==> src/rtl/prelu_stream_sequencer_if.sv <==
// Valid/ready activation stream bundle for the PReLU sequencer.
// The slave modport is the sequencer side; master is the producer/consumer side.
interface prelu_stream_sequencer_if #(
    parameter int unsigned WIDTH = 8,
    parameter int unsigned CH_W  = 2
);
    logic             in_valid;
    logic             in_ready;
    logic [WIDTH-1:0] in_data;
    logic             out_valid;
    logic             out_ready;
    logic [WIDTH-1:0] out_data;
    logic [CH_W-1:0]  out_ch;
    logic             out_last;

    modport master (
        output in_valid, in_data, out_ready,
        input  in_ready, out_valid, out_data, out_ch, out_last
    );

    modport slave (
        input  in_valid, in_data, out_ready,
        output in_ready, out_valid, out_data, out_ch, out_last
    );
endinterface

==> src/rtl/prelu_stream_sequencer.sv <==
// Frame controller for the Q3.5 parametric-ReLU stream: per-channel alpha shifts, round-robin channels.
// Optional negative-input counter enabled with `define PRELU_NEG_COUNT_EN.
module prelu_stream_sequencer #(
    parameter int unsigned WIDTH         = 8,
    parameter int unsigned SHIFT_WIDTH   = 3,
    parameter int unsigned NUM_CH        = 4,
    parameter int unsigned CH_W          = 2,
    parameter int unsigned LEN_W         = 16,
    parameter int unsigned DEFAULT_SHIFT = 2
) (
    input  logic                         clk,
    input  logic                         reset,
    input  logic                         cfg_we,
    input  logic [CH_W-1:0]              cfg_addr,
    input  logic [SHIFT_WIDTH-1:0]       cfg_shift,
    input  logic                         start,
    input  logic [LEN_W-1:0]             frame_len,
    prelu_stream_sequencer_if.slave      strm,
`ifdef PRELU_NEG_COUNT_EN
    output logic [LEN_W-1:0]             neg_count,
`endif
    output logic                         busy,
    output logic                         done
);

    typedef enum logic [1:0] {
        IDLE  = 2'd0,
        RUN   = 2'd1,
        DRAIN = 2'd2
    } state_t;

    state_t                 state_q, state_d;
    logic [LEN_W-1:0]       remaining_q, remaining_d;
    logic [CH_W-1:0]        ch_q, ch_d;
    logic                   out_valid_q, out_valid_d;
    logic [WIDTH-1:0]       out_data_q, out_data_d;
    logic [CH_W-1:0]        out_ch_q, out_ch_d;
    logic                   out_last_q, out_last_d;
    logic                   busy_q, busy_d;
    logic                   done_q, done_d;

    logic [SHIFT_WIDTH-1:0] alpha_q [NUM_CH];

    logic                   in_ready_c;
    logic                   xfer_c;
    logic                   out_hs_c;
    logic signed [WIDTH-1:0] din_s;
    logic signed [WIDTH-1:0] shifted_s;
    logic [WIDTH-1:0]       result_c;

    // Handshake qualifiers; input is accepted only when the output slot frees this cycle.
    assign in_ready_c = (state_q == RUN) && (!out_valid_q || strm.out_ready);
    assign xfer_c     = strm.in_valid && in_ready_c;
    assign out_hs_c   = out_valid_q && strm.out_ready;

    // Negative inputs are scaled by 2^-alpha using the table value as it stood before this edge.
    assign din_s     = strm.in_data;
    assign shifted_s = din_s >>> alpha_q[ch_q];
    assign result_c  = din_s[WIDTH-1] ? WIDTH'(shifted_s) : WIDTH'(din_s);

    always_ff @(posedge clk or posedge reset) begin
        if (reset) begin
            for (int i = 0; i < int'(NUM_CH); i++) begin
                alpha_q[i] <= SHIFT_WIDTH'(DEFAULT_SHIFT);
            end
        end else if (cfg_we) begin
            alpha_q[cfg_addr] <= cfg_shift;
        end
    end

    always_ff @(posedge clk or posedge reset) begin
        if (reset) begin
            state_q     <= IDLE;
            remaining_q <= '0;
            ch_q        <= '0;
            out_valid_q <= 1'b0;
            out_data_q  <= '0;
            out_ch_q    <= '0;
            out_last_q  <= 1'b0;
            busy_q      <= 1'b0;
            done_q      <= 1'b0;
        end else begin
            state_q     <= state_d;
            remaining_q <= remaining_d;
            ch_q        <= ch_d;
            out_valid_q <= out_valid_d;
            out_data_q  <= out_data_d;
            out_ch_q    <= out_ch_d;
            out_last_q  <= out_last_d;
            busy_q      <= busy_d;
            done_q      <= done_d;
        end
    end

    always_comb begin
        state_d     = state_q;
        remaining_d = remaining_q;
        ch_d        = ch_q;
        out_valid_d = out_valid_q && !strm.out_ready;
        out_data_d  = out_data_q;
        out_ch_d    = out_ch_q;
        out_last_d  = out_last_q;
        done_d      = 1'b0;

        unique case (state_q)
            IDLE: begin
                if (start) begin
                    if (frame_len != '0) begin
                        remaining_d = frame_len;
                        ch_d        = '0;
                        state_d     = RUN;
                    end else begin
                        done_d = 1'b1;
                    end
                end
            end
            RUN: begin
                if (xfer_c) begin
                    out_valid_d = 1'b1;
                    out_data_d  = result_c;
                    out_ch_d    = ch_q;
                    out_last_d  = (remaining_q == LEN_W'(1));
                    ch_d        = ch_q + CH_W'(1);
                    remaining_d = remaining_q - LEN_W'(1);
                    if (remaining_q == LEN_W'(1)) begin
                        state_d = DRAIN;
                    end
                end
            end
            DRAIN: begin
                if (out_hs_c && out_last_q) begin
                    done_d  = 1'b1;
                    state_d = IDLE;
                end
            end
            default: begin
                state_d = IDLE;
            end
        endcase

        busy_d = (state_d != IDLE);
    end

`ifdef PRELU_NEG_COUNT_EN
    logic [LEN_W-1:0] neg_count_q;

    // Saturating count of negative inputs, restarted by any start accepted in IDLE.
    always_ff @(posedge clk or posedge reset) begin
        if (reset) begin
            neg_count_q <= '0;
        end else if (state_q == IDLE && start) begin
            neg_count_q <= '0;
        end else if (xfer_c && strm.in_data[WIDTH-1] && (neg_count_q != '1)) begin
            neg_count_q <= neg_count_q + LEN_W'(1);
        end
    end

    assign neg_count = neg_count_q;
`endif

    assign strm.in_ready  = in_ready_c;
    assign strm.out_valid = out_valid_q;
    assign strm.out_data  = out_data_q;
    assign strm.out_ch    = out_ch_q;
    assign strm.out_last  = out_last_q;
    assign busy           = busy_q;
    assign done           = done_q;

endmodule

==> src/flat_wrapper.sv <==
// flat-port wrapper written by rule: the top's interface ports become plain ports
module prelu_stream_sequencer_flat 
#(
    parameter int unsigned WIDTH         = 8,
    parameter int unsigned SHIFT_WIDTH   = 3,
    parameter int unsigned NUM_CH        = 4,
    parameter int unsigned CH_W          = 2,
    parameter int unsigned LEN_W         = 16,
    parameter int unsigned DEFAULT_SHIFT = 2
)
  (clk, reset, cfg_we, cfg_addr, cfg_shift, start, frame_len, busy, done, strm_in_valid, strm_in_data, strm_out_ready, strm_in_ready, strm_out_valid, strm_out_data, strm_out_ch, strm_out_last);
  prelu_stream_sequencer_if #(.WIDTH(WIDTH), .CH_W(CH_W)) strm_i ();
  input  logic clk;
  input  logic reset;
  input  logic cfg_we;
  input  logic [CH_W-1:0] cfg_addr;
  input  logic [SHIFT_WIDTH-1:0] cfg_shift;
  input  logic start;
  input  logic [LEN_W-1:0] frame_len;
  output logic busy;
  output logic done;
  input wire logic [$bits(strm_i.in_valid)-1:0] strm_in_valid;
  input wire logic [$bits(strm_i.in_data)-1:0] strm_in_data;
  input wire logic [$bits(strm_i.out_ready)-1:0] strm_out_ready;
  output wire logic [$bits(strm_i.in_ready)-1:0] strm_in_ready;
  output wire logic [$bits(strm_i.out_valid)-1:0] strm_out_valid;
  output wire logic [$bits(strm_i.out_data)-1:0] strm_out_data;
  output wire logic [$bits(strm_i.out_ch)-1:0] strm_out_ch;
  output wire logic [$bits(strm_i.out_last)-1:0] strm_out_last;
  assign strm_i.in_valid = strm_in_valid;
  assign strm_i.in_data = strm_in_data;
  assign strm_i.out_ready = strm_out_ready;
  assign strm_in_ready = strm_i.in_ready;
  assign strm_out_valid = strm_i.out_valid;
  assign strm_out_data = strm_i.out_data;
  assign strm_out_ch = strm_i.out_ch;
  assign strm_out_last = strm_i.out_last;
  prelu_stream_sequencer #(.WIDTH(WIDTH), .SHIFT_WIDTH(SHIFT_WIDTH), .NUM_CH(NUM_CH), .CH_W(CH_W), .LEN_W(LEN_W), .DEFAULT_SHIFT(DEFAULT_SHIFT)) u_core (.clk(clk), .reset(reset), .cfg_we(cfg_we), .cfg_addr(cfg_addr), .cfg_shift(cfg_shift), .start(start), .frame_len(frame_len), .strm(strm_i), .busy(busy), .done(done));
endmodule
==> config.mk <==
export PLATFORM = sky130hd
export DESIGN_NAME = prelu_stream_sequencer_flat
export DESIGN_NICKNAME = d
export VERILOG_FILES = /design/src/rtl/prelu_stream_sequencer_if.sv /design/src/rtl/prelu_stream_sequencer.sv /design/src/flat_wrapper.sv
export SDC_FILE = /design/constraint.sdc
export NUM_CORES = 1
export LEC_CHECK = 0
export CAP_MARGIN = 20
export CORE_ASPECT_RATIO = 1.25
export CORE_UTILIZATION = 47
export DETAILED_ROUTE_END_ITERATION = 10
export PLACE_DENSITY_LB_ADDON = 0.15
export SLEW_MARGIN = 10
export SYNTH_ARGS = -nofsm -noshare
export SYNTH_HDL_FRONTEND = slang
export SYNTH_SLANG_ARGS = --single-unit
==> constraint.sdc <==
create_clock -name clk -period 2 [get_ports clk]
set_clock_uncertainty 0.15 [all_clocks]
set_input_delay 0.2 -clock clk [delete_from_list [all_inputs] [get_ports clk]]
set_output_delay 0.2 -clock clk [all_outputs]
set_load 0.005 [all_outputs]
==> results of run 1 <==
==> through the flow <==
step	utilization (%)	setup TNS [ns]	instances
after floorplan	-	0	260
after global placement	66.6	-8.58	406
after detailed placement	66.6	-7.89	406
after CTS	70.2	-0.176	417
after global routing	72.1	-0.646	421
final	72.1	-0.185	421
==> metal layers <==
| layer | share of wire [%] | vias up | GRT usage [%] | routed length (microns) |
|---|---|---|---|---|
| met5 | 0 | - | 0 | 0 |
| met2 | 54 | 59 | 41.2 | 3470 |
| met1 | 40 | 1137 | 28.7 | 2590 |
| met3 | 3.6 | 9 | 3.94 | 231 |
| met4 | 1.9 | 0 | 8.33 | 119 |
| li1 | - | 1171 | - | - |
==> power groups by stage <==
stage	clock network, mW	logic (mW)	registers (mW)
2_1_floorplan	0	0.879	1.42
3_5_place_dp	0	1.59	1.43
6_report	0.593	1.82	1.43
3_3_place_gp	0	1.56	1.42
4_1_cts	0.608	1.72	1.42
5_1_grt	0.650	1.97	1.46
==> cells in the mapped netlist (all sizes together) (6+ instances only) <==
master	number
nor4	7
o21ai	14
a21oi	24
nand3	9
nor2	17
nand2	31
o22ai	8
buf	7
clkbuf	6
nor3	7
mux2	12
dfrtp	42
mux2i	7
==> how the worst min path moves through the flow <==
| stage | endpoint | cells past startpoint |
|---|---|---|
| 6_report | u_core.alpha_q[8]$_DFFE_PP0P_ | 3 |
| 4_1_cts | u_core.alpha_q[8]$_DFFE_PP0P_ | 3 |
| 3_3_place_gp | u_core.strm.out_data[5]$_DFFE_PP0P_ | 2 |
| 2_1_floorplan | u_core.strm.out_valid$_DFF_PP0_ | 2 |
| 5_1_grt | u_core.alpha_q[8]$_DFFE_PP0P_ | 3 |
| 3_5_place_dp | u_core.strm.out_data[4]$_DFFE_PP0P_ | 2 |
==> sequential cells by signal, summed over array words and instances (netlist names) <==
signal,cells
u_core.done,1
u_core.busy,1
u_core.strm.out_ch,2
u_core.alpha_q,12
u_core.strm.out_valid,1
u_core.state_q,2
u_core.remaining_q,16
u_core.strm.out_last,1
u_core.strm.out_data,8
u_core.ch_q,2
==> worst max-delay path, cell delays in order (launching register included) <==
cell and delay, ns:
dfrtp_1 0.39, mux4_2 0.66, mux2i_2 0.27, a22o_1 0.20, a211oi_2 0.04, a211o_1 0.23
==> layout make-up <==
cell class / count / area [sq um]
Fill cell: 404 / 1440
Multi-Input combinational cell: 198 / 1430
Sequential cell: 46 / 1160
Timing Repair Buffer: 104 / 940
Tap cell: 62 / 77.6
Clock buffer: 5 / 68.8
Clock inverter: 3 / 25.0
Inverter: 3 / 11.3
==> cell families after synthesis <==
logic type | after synthesis | share of synthesized area [%]
buffers and inverters | 16 | 3.18
AOI/OAI and AO/OA | 73 | 18.3
adders and majority gates | 2 | 0.979
muxes | 22 | 11.3
and+or+nand+nor | 101 | 21.0
DFF | 46 | 45.2
==> repair_timing <==
item,4_1_cts,5_1_grt
resized for setup,16,15
buffers inserted,3,4
setup endpoints to repair,24,20
pin swaps,10,11
hold buffers,0,0
==> run_results.csv, run 1 <==
group,metric,value,unit
setup_path,cp-startpoint,"u_core.ch_q[0]$_DFFE_PP0P_",
finish,final_cell_mix,"buf_4, clkdlybuf4s50_1, dfrtp_1",
placement,portBuffers,49,
finish,final_common_cell,"buf_4",
placement,dpl.hpwl,4530,microns
pwr,p_clk_share,15.4,%
synth,syn-num-nets,297,
cts,cts.clk_slew.worst_paths,0.10,ns
cts,htreeDepth,2,
detailed_routing,drt_wl_total,6420,microns
die,die_h,84.4,microns
grt,grt_max_degree,47,
setup_path,worstSetupPathType,"flip-flop to flip-flop",
detailed_routing,drc,0,
setup_path,endpoint,"u_core.strm.out_data[1]$_DFFE_PP0P_",
setup_path,reg2reg_from,"u_core.ch_q[0]$_DFFE_PP0P_",
grt,overflow,0,
synth,yosysTopAreaCell,"dfrtp_1",
grt,grt_pass1_wl,10300,microns
synth,synthFlopType,"dfrtp_1",
cts,cts_tree,"yes",
hold_path,hp-class,"input pin to asynchronous set/reset pin",
timing,worst_slack,-0.0608,ns
finish,nNetsFinal,395,
synth,yosys-top-cells-area,"dfrtp_1, mux2_2, a21oi_1",
synth,synth_enable_flop_cells,0,
pwr,seqPwrFrac,37.3,%
synth,avgSynthCellArea,9.83,sq um
synth,synth_cell_types,57,
finish,final_cell_area,3710,sq um
pwr,power_leakage,1.61,nW
finish,area_delta_synth_final,45.4,%
setup_path,r2r_slack,-0.06,ns
setup_path,cp.required,2.04,ns
synth,ys_seq_elements,46,
die,die_area,5740,sq um
detailed_routing,ant_nets,0,
cts,clk_latency,0.31,ns
run_status,status,"complete, but fails checks",
finish,drive_gt1_share,30.6,%
timing,min_period,2.06,ns
synth,syn_inst,260,
die,die_x,67.9,microns
timing,finalCritPeriodShare,103,%
cts,numCtsBuffers,5,
pwr,p_comb_share,47.3,%
setup_path,critPathCaptureType,"flip-flop",
timing,maxSlewHeadroom,63.1,%
setup_path,r2r_end,"u_core.strm.out_data[1]$_DFFE_PP0P_",
detailed_routing,firstDrtPassIters,4,
setup_path,start_kind,"flip-flop",
placement,pre_cts_slack,-0.467,ns
detailed_routing,wl_per_cell,15.2,microns
setup_path,crit_arrival,2.10,ns
pwr,p_sw_share,35.4,%
pwr,power_density,1030,nW/um^2
run_status,violations,"setup timing",
timing,fmax,485,MHz
detailed_routing,vias,2376,
timing,slew_viol_final,0,
synth,ys_seq_area_share,45.2,%
setup_path,ff2ff_path_depth,5,
synth,syn-cell-area,2550,sq um
cts,cts_sinks,46,
synth,yosys_warnings,0,
timing,worst-slew-pin-transition,0.554,ns
die,core_area,5150,sq um
pwr,ir_drop,621,uV
detailed_routing,drt_iter0_markers,95,
placement,placedInstanceArea,3430,sq um
synth,synthArstFlopShare,100,%
synth,synth_top_cell_area_share,41.1,%
timing,hold_ws,0.0805,ns
timing,rsz0062_at_grt,"true",
cts,ctsRootBufferMaster,"clkbuf_8",
die,pin_count,50,
grt,track_usage,23.7,%
die,num_rows,29,
die,start_util,49.6,%
pwr,intPower,2.48,mW
placement,gp_congestion,0.817,
grt,grt_antenna_before_repair,0,
finish,diodes,0,
detailed_routing,viasPerCell,5.64,
timing,final-hold-violation-count,0,
pwr,total_power,3.84,mW
timing,setup_violations,5,
pwr,p_sw,1.36,mW
cts,ctsLongestPathBuffers,2,
run,maxCapViolations,0,
setup_path,path_max_fanout,8,
grt,grt_pass1_vias,2222,
No activity file was read; power rests on OpenSTA's default activity.
==> run 2: changes to the inputs <==
--- a/config.mk
+++ b/config.mk
@@ -9,6 +9,7 @@
 export CORE_ASPECT_RATIO = 1.25
 export CORE_UTILIZATION = 47
 export DETAILED_ROUTE_END_ITERATION = 10
+export HOLD_SLACK_MARGIN = 0.12
 export PLACE_DENSITY_LB_ADDON = 0.15
 export SLEW_MARGIN = 10
 export SYNTH_ARGS = -nofsm -noshare
==> constraint.sdc (replaced) <==
create_clock -name clk -period 2 [get_ports clk]
set_clock_uncertainty 0.15 [all_clocks]
set_input_delay 0.4 -clock clk [delete_from_list [all_inputs] [get_ports clk]]
set_output_delay 0.4 -clock clk [all_outputs]
set_load 0.005 [all_outputs]
==> run_results.csv, run 2 (synthesis gave the netlist of run 1 again) <==
group,metric,value,unit
die,die_x,67.9,microns
setup_path,ff2ff_path_depth,5,
finish,drive_gt1_share,34.2,%
setup_path,reg2reg_from,"u_core.ch_q[0]$_DFFE_PP0P_",
grt,grt_pass1_vias,2530,
detailed_routing,vias,2480,
setup_path,slowest_delay,0.67,ns
die,start_util,49.6,%
placement,dpl.hpwl,4630,microns
timing,setup_violations,6,
die,num_rows,29,
pwr,ir_drop,646,uV
finish,largest_reg_flops,16,
timing,min_period,2.10,ns
placement,portBuffers,49,
timing,slew_viol_final,0,
setup_path,critPathCaptureType,"flip-flop",
finish,n_fill_cell,354,
die,die_area,5740,sq um
setup_path,cp_slowest_cell,"mux4_2",
setup_path,worstSetupPathType,"flip-flop to flip-flop",
placement,pre_cts_slack,-0.666,ns
cts,clk_latency,0.30,ns
cts,cts_sinks,46,
pwr,power_leakage,1.66,nW
run,maxCapViolations,0,
run_status,violations,"setup timing",
run_status,status,"complete, but fails checks",
finish,area_delta_synth_final,50.1,%
cts,htreeDepth,2,
setup_path,start_kind,"flip-flop",
finish,instances_no_fill,430,
grt,use_met1,29.2,%
cts,cts.clk_slew.worst_paths,0.09,ns
placement,place_inst,411,
setup_path,r2r_end,"u_core.strm.out_data[1]$_DFFE_PP0P_",
setup_path,r2r_slack,-0.10,ns
cts,numCtsBuffers,5,
die,die_h,84.4,microns
detailed_routing,drt_wl_total,6970,microns
finish,final_common_cell,"buf_4",
die,core_area,5150,sq um
grt,track_usage,25.7,%
detailed_routing,viasPerCell,5.77,
detailed_routing,ant_nets,0,
grt,use_met3,4.62,%
placement,gp_congestion,0.842,
hold_path,hp-class,"input pin to asynchronous set/reset pin",
detailed_routing,wl_per_cell,16.2,microns
finish,nNetsFinal,404,
detailed_routing,firstDrtPassIters,4,
finish,final_cell_mix,"buf_4, dfrtp_1, clkdlybuf4s50_1",
grt,busiest_layer,"met2",
cts,ctsLongestPathBuffers,2,
grt,grt_pass1_wl,11300,microns
timing,setup_tns,-0.364,ns
timing,final-hold-violation-count,0,
timing,finalCritPeriodShare,105,%
timing,fmax,476,MHz
pwr,power_density,1050,nW/um^2
setup_path,crit_chain,"mux4_2 > mux2i_2 > a22o_1 > a211oi_2 > a211o_1",
setup_path,cp.required,2.04,ns
timing,worst_slack,-0.101,ns
setup_path,crit_arrival,2.14,ns
grt,grt_max_degree,47,
timing,maxSlewHeadroom,59.8,%
finish,top_register,"u_core.remaining_q",
timing,rsz0062_at_grt,"true",
detailed_routing,drc,0,
cts,cts_tree,"yes",
cts,ctsRootBufferMaster,"clkbuf_8",
timing,worst-slew-pin-transition,0.604,ns
setup_path,path_max_fanout,6,
grt,grt.met2_usage,45.6,%
finish,diodes,0,
timing,hold_ws,0.289,ns
grt,overflow,0,
grt,grt_antenna_before_repair,0,
detailed_routing,drt_iter0_markers,131,
die,pin_count,50,
-- run 2: worst max-delay path: cells and delay by family, from the launching register on --
| family | cells | cell delay [ns] |
|---|---|---|
| compound gates | 3 | 0.47 |
| mux | 2 | 0.95 |
| flops | 1 | 0.42 |
-- run 2: power by group --
part | switching [mW] | internal [mW]
combinational | 0.818 | 1.06
clock | 0.338 | 0.372
sequential | 0.229 | 1.21
-- run 2: per-stage QoR --
| step | total power, mW | area (sq um) | util [%] |
|---|---|---|---|
| 6_report | 4.03 | 3830 | 74.4 |
| 5_1_grt | 4.28 | 3830 | 74.4 |
| 4_1_cts | 3.85 | 3690 | 71.7 |
| 3_5_place_dp | 3.04 | 3470 | 67.3 |
| 3_3_place_gp | 2.99 | 3470 | 67.3 |
| 2_1_floorplan | 2.30 | 2560 | - |
-- run 2: worst max-delay path by stage --
stage	start	end	depth (start not counted)
2_1_floorplan	u_core.remaining_q[8]$_DFFE_PP0P_	u_core.remaining_q[14]$_DFFE_PP0P_	4
3_3_place_gp	frame_len[10]	u_core.done$_DFF_PP0_	6
3_5_place_dp	frame_len[10]	u_core.done$_DFF_PP0_	6
4_1_cts	u_core.ch_q[0]$_DFFE_PP0P_	u_core.strm.out_data[1]$_DFFE_PP0P_	6
5_1_grt	u_core.ch_q[0]$_DFFE_PP0P_	u_core.strm.out_data[3]$_DFFE_PP0P_	6
6_report	u_core.ch_q[0]$_DFFE_PP0P_	u_core.strm.out_data[1]$_DFFE_PP0P_	5
-- run 2: routing by layer --
| metal | share of wire (%) | vias up |
|---|---|---|
| met5 | 0 | - |
| met4 | 2.0 | 0 |
| met3 | 3.7 | 11 |
| met2 | 55 | 66 |
| met1 | 40 | 1205 |
| li1 | - | 1198 |
-- run 2: repair_timing --
| item | in CTS | in global routing |
|---|---|---|
| pin swaps | 13 | 14 |
| buffers inserted | 5 | 5 |
| gates resized for setup | 32 | 27 |
| cloned | 2 | 1 |
| endpoints found under the setup margin | 26 | 28 |
| hold buffers | 0 | 0 |
-- run 2: final cells by class --
type / count / area (sq um) / share of cell area [%]
Clock buffer: 5 / 68.8 / 1.79
Inverter: 3 / 11.3 / 0.294
Tap cell: 62 / 77.6 / 2.02
Timing Repair Buffer: 111 / 985 / 25.7
Multi-Input combinational cell: 200 / 1490 / 38.9
Sequential cell: 46 / 1160 / 30.2
Clock inverter: 3 / 45.0 / 1.17
